## config.mk

```make
export PLATFORM = sky130hd
export DESIGN_NAME = key_sched_ctrl_flat
export DESIGN_NICKNAME = d
export VERILOG_FILES = /design/src/rtl/key_sched_ctrl_pkg.sv /design/src/rtl/key_sched_ctrl_if.sv /design/src/rtl/key_sched_ctrl_rk_store.sv /design/src/rtl/key_sched_ctrl.sv /design/src/flat_wrapper.sv
export SDC_FILE = /design/constraint.sdc
export NUM_CORES = 2
export LEC_CHECK = 0
export BUFFER_PORTS_ARGS = -buffer_cell sky130_fd_sc_hd__buf_2
export CORE_MARGIN = 2
export CORE_UTILIZATION = 25
export CTS_CLUSTER_SIZE = 28
export DETAILED_ROUTE_END_ITERATION = 16
export PLACE_DENSITY = 0.39
export REMOVE_ABC_BUFFERS = 1
export SLEW_MARGIN = 20
export SYNTH_ARGS = -nofsm -noshare
export SYNTH_HDL_FRONTEND = slang
export SYNTH_SLANG_ARGS = --single-unit
export TNS_END_PERCENT = 30
```

## constraint.sdc

```tcl
create_clock -name clk -period 13.21 [get_ports clk]
set_input_delay 1.9815 -clock clk [delete_from_list [all_inputs] [get_ports clk]]
set_output_delay 1.9815 -clock clk [all_outputs]
set_load 0.03 [all_outputs]
```

## src/rtl/key_sched_ctrl_pkg.sv

```systemverilog
// Shared constants, state encoding and the rcon helper for the AES-128 key-schedule controller.
package key_sched_ctrl_pkg;

  localparam int unsigned NR = 10;
  localparam int unsigned KW = 128;
  localparam logic [7:0] RCON_INIT = 8'h01;
  localparam logic [7:0] RCON_POLY = 8'h1b;

  typedef enum logic [1:0] {
    StIdle,
    StExpand,
    StReady
  } state_e;

  function automatic logic [7:0] xtime(input logic [7:0] r);
    return {r[6:0], 1'b0} ^ (r[7] ? RCON_POLY : 8'h00);
  endfunction

endpackage

```

## src/rtl/key_sched_ctrl_if.sv

```systemverilog
// Key-load, expansion-datapath and round-key read signals of the key-schedule controller.
// rk_dec exists only when KEY_SCHED_DEC_EN is defined.
interface key_sched_ctrl_if;
  import key_sched_ctrl_pkg::*;

  logic [KW-1:0] key_in;
  logic          key_valid;
  logic          key_ready;
  logic [KW-1:0] xp_key;
  logic [7:0]    xp_rcon;
  logic [KW-1:0] xp_next;
  logic          rk_rd;
  logic [3:0]    rk_idx;
`ifdef KEY_SCHED_DEC_EN
  logic          rk_dec;
`endif
  logic [KW-1:0] rk_out;
  logic          rk_valid;
  logic          busy;
  logic          done;

  // Requester side: key source, expansion datapath and cipher core.
  modport master (
`ifdef KEY_SCHED_DEC_EN
    output rk_dec,
`endif
    output key_in, key_valid, xp_next, rk_rd, rk_idx,
    input  key_ready, xp_key, xp_rcon, rk_out, rk_valid, busy, done
  );

  modport slave (
`ifdef KEY_SCHED_DEC_EN
    input  rk_dec,
`endif
    input  key_in, key_valid, xp_next, rk_rd, rk_idx,
    output key_ready, xp_key, xp_rcon, rk_out, rk_valid, busy, done
  );

endinterface

```

## src/rtl/key_sched_ctrl_rk_store.sv

```systemverilog
// Round-key register file: one write port, one registered read port with a valid flag.
module key_sched_ctrl_rk_store
  import key_sched_ctrl_pkg::*;
(
  input  logic          clk,
  input  logic          reset,
  input  logic          we,
  input  logic [3:0]    waddr,
  input  logic [KW-1:0] wdata,
  input  logic          rd,
  input  logic          rd_ok,
  input  logic [3:0]    raddr,
  output logic [KW-1:0] rdata,
  output logic          rvalid
);

  logic [KW-1:0] mem_q [NR+1];
  logic [KW-1:0] rdata_q;
  logic          rvalid_q;

  // Storage is deliberately left out of reset; avail in the controller gates visibility.
  always_ff @(posedge clk) begin
    if (we) begin
      mem_q[waddr] <= wdata;
    end
  end

  always_ff @(posedge clk or negedge reset) begin
    if (!reset) begin
      rdata_q  <= '0;
      rvalid_q <= 1'b0;
    end else if (rd) begin
      rvalid_q <= rd_ok;
      rdata_q  <= rd_ok ? mem_q[raddr] : '0;
    end else begin
      rvalid_q <= 1'b0;
    end
  end

  assign rdata  = rdata_q;
  assign rvalid = rvalid_q;

endmodule

```

## src/rtl/key_sched_ctrl.sv

```systemverilog
// Sequences AES-128 key expansion through an external one-round datapath and serves round keys.
// Define KEY_SCHED_DEC_EN to add rk_dec (reverse-order reads for decryption).
module key_sched_ctrl
  import key_sched_ctrl_pkg::*;
(
  input  logic       clk,
  input  logic       reset,
  key_sched_ctrl_if.slave bus
);

  localparam logic [3:0] NrIdx = 4'(NR);

  state_e        state_q;
  logic          key_ready_q;
  logic          busy_q;
  logic          done_q;
  logic [KW-1:0] xp_key_q;
  logic [7:0]    rcon_q;
  logic [3:0]    avail_q;
  logic [3:0]    round_q;

  logic          accept;
  logic          we;
  logic [3:0]    waddr;
  logic [KW-1:0] wdata;
  logic [3:0]    map_idx;
  logic          rd_ok;

  assign accept = bus.key_valid & key_ready_q;

  always_comb begin
    we    = 1'b0;
    waddr = round_q;
    wdata = bus.xp_next;
    if (accept) begin
      we    = 1'b1;
      waddr = 4'd0;
      wdata = bus.key_in;
    end else if (state_q == StExpand) begin
      we = 1'b1;
    end
  end

  always_comb begin
`ifdef KEY_SCHED_DEC_EN
    map_idx = bus.rk_dec ? (NrIdx - bus.rk_idx) : bus.rk_idx;
`else
    map_idx = bus.rk_idx;
`endif
    // Range test on the raw index so the reverse mapping can never wrap into a valid slot.
    rd_ok = (bus.rk_idx <= NrIdx) && (map_idx < avail_q);
  end

  always_ff @(posedge clk or negedge reset) begin
    if (!reset) begin
      state_q     <= StIdle;
      key_ready_q <= 1'b1;
      busy_q      <= 1'b0;
      done_q      <= 1'b0;
      xp_key_q    <= '0;
      rcon_q      <= RCON_INIT;
      avail_q     <= 4'd0;
      round_q     <= 4'd0;
    end else begin
      done_q <= 1'b0;
      unique case (state_q)
        StIdle, StReady: begin
          if (accept) begin
            xp_key_q    <= bus.key_in;
            rcon_q      <= RCON_INIT;
            round_q     <= 4'd1;
            avail_q     <= 4'd1;
            state_q     <= StExpand;
            key_ready_q <= 1'b0;
            busy_q      <= 1'b1;
          end
        end
        StExpand: begin
          xp_key_q <= bus.xp_next;
          rcon_q   <= xtime(rcon_q);
          round_q  <= round_q + 4'd1;
          avail_q  <= round_q + 4'd1;
          if (round_q == NrIdx) begin
            state_q     <= StReady;
            key_ready_q <= 1'b1;
            busy_q      <= 1'b0;
            done_q      <= 1'b1;
          end
        end
        default: begin
          state_q     <= StIdle;
          key_ready_q <= 1'b1;
          busy_q      <= 1'b0;
        end
      endcase
    end
  end

  assign bus.key_ready = key_ready_q;
  assign bus.busy      = busy_q;
  assign bus.done      = done_q;
  assign bus.xp_key    = xp_key_q;
  assign bus.xp_rcon   = rcon_q;

  key_sched_ctrl_rk_store u_store (
    .clk    (clk),
    .reset  (reset),
    .we     (we),
    .waddr  (waddr),
    .wdata  (wdata),
    .rd     (bus.rk_rd),
    .rd_ok  (rd_ok),
    .raddr  (map_idx),
    .rdata  (bus.rk_out),
    .rvalid (bus.rk_valid)
  );

endmodule

```

## src/flat_wrapper.sv

```systemverilog
// flat-port wrapper written by rule: the top's interface ports become plain ports
module key_sched_ctrl_flat import key_sched_ctrl_pkg::*;
  (clk, reset, bus_key_in, bus_key_valid, bus_xp_next, bus_rk_rd, bus_rk_idx, bus_key_ready, bus_xp_key, bus_xp_rcon, bus_rk_out, bus_rk_valid, bus_busy, bus_done);
  key_sched_ctrl_if bus_i ();
  input  logic clk;
  input  logic reset;
  input wire logic [$bits(bus_i.key_in)-1:0] bus_key_in;
  input wire logic [$bits(bus_i.key_valid)-1:0] bus_key_valid;
  input wire logic [$bits(bus_i.xp_next)-1:0] bus_xp_next;
  input wire logic [$bits(bus_i.rk_rd)-1:0] bus_rk_rd;
  input wire logic [$bits(bus_i.rk_idx)-1:0] bus_rk_idx;
  output wire logic [$bits(bus_i.key_ready)-1:0] bus_key_ready;
  output wire logic [$bits(bus_i.xp_key)-1:0] bus_xp_key;
  output wire logic [$bits(bus_i.xp_rcon)-1:0] bus_xp_rcon;
  output wire logic [$bits(bus_i.rk_out)-1:0] bus_rk_out;
  output wire logic [$bits(bus_i.rk_valid)-1:0] bus_rk_valid;
  output wire logic [$bits(bus_i.busy)-1:0] bus_busy;
  output wire logic [$bits(bus_i.done)-1:0] bus_done;
  assign bus_i.key_in = bus_key_in;
  assign bus_i.key_valid = bus_key_valid;
  assign bus_i.xp_next = bus_xp_next;
  assign bus_i.rk_rd = bus_rk_rd;
  assign bus_i.rk_idx = bus_rk_idx;
  assign bus_key_ready = bus_i.key_ready;
  assign bus_xp_key = bus_i.xp_key;
  assign bus_xp_rcon = bus_i.xp_rcon;
  assign bus_rk_out = bus_i.rk_out;
  assign bus_rk_valid = bus_i.rk_valid;
  assign bus_busy = bus_i.busy;
  assign bus_done = bus_i.done;
  key_sched_ctrl u_core (.clk(clk), .reset(reset), .bus(bus_i));
endmodule
```

==> impl_metrics.ini <==
[cts]
cts_tree = yes
cts_root_buf = clkbuf_16
numCtsBuffers = 206
cts-hold-fix-buffers = 0
clock_latency_ps = 900
clk_pin_slew_ps = 60
ctsResizeCount = 0
cts_sinks = 1682
cts_max_path_buffers = 4
cts_setup_buffers = 0
htree_levels = 4

[outcome]
status = finished clean

[timing]
relSlewSlack = 0.299
worst_pin_slew_ps = 1050
setup_viol = 0
fin_crit_sh = 0.353
max_freq_ghz = 0.214
fin_crit_ps = 4670
hold_viol = 0
worst_slack_ps = 8540
hold_slack_ps = 521
rsz0062_at_grt = false
finalClockSkew_ps = 109
drv_slew = 0

[critical_path]
arrival_ps = 5310
reg2reg_from = u_core.state_q[0]$_DFFE_PN0P_
path_delay_family = buffers and inverters
rr_endpoint = u_core.u_store.mem_q[10][86]$_DFFE_PP_
path_max_fanout = 109
crit_chain = buf_8, buf_12, buf_4, mux2_2, mux4_2, o22ai_1, o22ai_1
r2r_cells = 5
required_ps = 13850
cp_num_buf_inv = 3
ff2ff_setup_slack_ps = 8630
endpoint_kind = flop
cpPeakStageDelay_ps = 900
worstSetupEndpoint = u_core.u_store.rdata[49]$_DFFE_PN0P_
worst_setup_path_start_kind = primary input
crit_slowest_cell = buf_4
crit_top_cell = o22ai_1
crit_type = primary input to flop
startpoint = bus_rk_idx[2]
cp.depth = 7

[synth]
synth_top_cell_by_area = edfxtp_1
synth_area_leaders = edfxtp_1, dfrtp_1, mux4_2
synth-async-reset-ratio = 0.163
yosysWarnings = 0
synth_top_area_share = 0.627
synth_seq_cells = 1682
ys.flop_type = edfxtp_1
syn_inst = 4080
synth_area_um2 = 67400
avgSynthCellArea_um2 = 16.5
netlist-cell-type-count = 36
synth_edf_count = 1408
synth_seq_area_share = 0.729

[placement]
dp_cells = 7977
dp_slack_ps = 7620
port_buffers = 531
gp_congestion = 0.693
hpwl_um = 110000

[route]
first_iter_violations = 2209
detail_route.wl_per_cell_um = 23.9
dr_total_vias = 37100
drt_wl_total_um = 200000
route.detailed.drc = 0
viasPerCell = 4.44
ant_nets = 0
drtPass1Iterations = 5

[global_routing]
grt_pass1_wl_um = 284000
busiest_layer = met2
grt_pass1_vias = 38900
grt_use_met3 = 0.0260
grt_max_degree = 110
grt-ovfl-total = 0
met1_usage = 0.200
met2_usage = 0.228
grt.total_usage = 0.143
antenna_found_initial = 14

[power]
p_total_w = 0.0162
powerDensity_nw_per_um2 = 201
p_leak_nw = 29.3
vdd_drop_max_v = 0.000124

[final_layout]
final_nets = 4902
nFillCells = 26600
regArea_um2 = 49100
post_route_cells_drive_above_1_share = 0.283
fin_cells = 8359
multi_input_area_um2 = 16600
syn2layout_area_growth_pct = 19.7

[floorplan]
rows = 190
die-area_um2 = 274000
coreArea_um2 = 268000
ios = 532
die_w_um = 523
dieHeight_um = 523
start_util = 0.251

[job]
maxCapViolCount = 0

[hold_path]
min_path_type = flop to flop
-- worst min path at each step --
stage,from,end,slack (ps),cells past startpoint
floorplan,u_core.state_q[1]$_DFFE_PN0P_,u_core.state_q[1]$_DFFE_PN0P_,500,1
global placement,u_core.bus.xp_rcon[6]$_DFFE_PN0P_,u_core.bus.xp_rcon[7]$_DFFE_PN0P_,500,2
detailed placement,u_core.u_store.rdata[77]$_DFFE_PN0P_,u_core.u_store.rdata[77]$_DFFE_PN0P_,520,2
CTS,u_core.u_store.rdata[77]$_DFFE_PN0P_,u_core.u_store.rdata[77]$_DFFE_PN0P_,530,2
global route,u_core.u_store.rdata[38]$_DFFE_PN0P_,u_core.u_store.rdata[38]$_DFFE_PN0P_,540,2
finish,u_core.u_store.rdata[77]$_DFFE_PN0P_,u_core.u_store.rdata[77]$_DFFE_PN0P_,520,2
-- cells in the final DEF, fill, tap and decap left out, types with 11 or more instances in the layout --
master     count
mux4_2       128
inv_1        133
mux2i_1      256
buf_2        525
clkbuf_16    206
clkbuf_8      23
dfrtp_1      272
edfxtp_1    1408
bufinv_16     14
buf_12        11
mux2_2       133
buf_4         63
nand2_1      527
clkinv_1      20
mux2_1        71
o22ai_1      385
clkbuf_1      64
a31oi_1      128
clkinv_2      29
mux2_4       180
nor2_1       135
-- metal layers --
metal / routed length (um) / vias to the layer above
li1: - / 16800
met1: 94700 / 19300
met2: 91700 / 778
met3: 9020 / 275
met4: 4310 / 2
met5: 11 / -
-- logic make-up (layout without fill, tap and decap cells) --
kind of cell    Yosys count  count (layout)  share of synthesized area
buf+inv                 396            1115                     0.0265
mux                     768             768                      0.155
simple gates            693             693                     0.0392
fa+ha+maj                 5               5                   0.000928
other cells               0               8                          0
compound gates          531             531                     0.0491
xor+xnor                  5               5                   0.000649
flops                  1682            1682                      0.729
-- per-stage QoR --
stage	instance area, um2	util	TNS (ps)
2_1_floorplan	66100	-	-1007700
3_3_place_gp	74100	0.277	0
3_5_place_dp	74100	0.277	0
4_1_cts	80700	0.301	0
5_1_grt	80700	0.301	0
6_report	80700	0.301	0
-- cell type report --
type / count / share of cell area
well taps: 3552 / 0.0550
inverters: 135 / 0.00628
clock inverters: 81 / 0.0106
flip-flops and latches: 1682 / 0.609
clock buffers: 293 / 0.0707
diodes: 8 / 0.000248
repair buffers: 606 / 0.0423
multi-input cells: 2002 / 0.206
-- Yosys cell counts (128+ instances only) --
| master | number |
|---|---|
| a31oi_1 | 128 |
| clkbuf_1 | 156 |
| dfrtp_1 | 272 |
| edfxtp_1 | 1408 |
| inv_1 | 133 |
| mux2_2 | 133 |
| mux2_4 | 180 |
| mux2i_1 | 256 |
| mux4_2 | 128 |
| nand2_1 | 528 |
| nor2_1 | 144 |
| o22ai_1 | 385 |
-- registers in the layout, indices dropped and copies added (netlist names) --
signal / cells
u_core.bus.done: 1
u_core.u_store.mem_q: 1408
u_core.state_q: 2
u_core.bus.xp_rcon: 8
u_core.u_store.rvalid: 1
u_core.bus.key_ready: 1
u_core.avail_q: 4
u_core.u_store.rdata: 128
u_core.bus.xp_key: 128
u_core.bus.busy: 1
-- tightest hold or removal path, cell delays in order, from the launching register on --
cell     delay (ps)
dfrtp_1         370
inv_1            50
o22ai_1          60
-- power breakdown --
| part | internal (W) | leakage (nW) | total, W | switching, W |
|---|---|---|---|---|
| clock | 0.00328 | 3.20 | 0.00553 | 0.00225 |
| sequential | 0.00693 | 16.2 | 0.00724 | 0.000313 |
| combinational | 0.000978 | 9.94 | 0.00342 | 0.00244 |
Power figures use the tool's default switching activity.
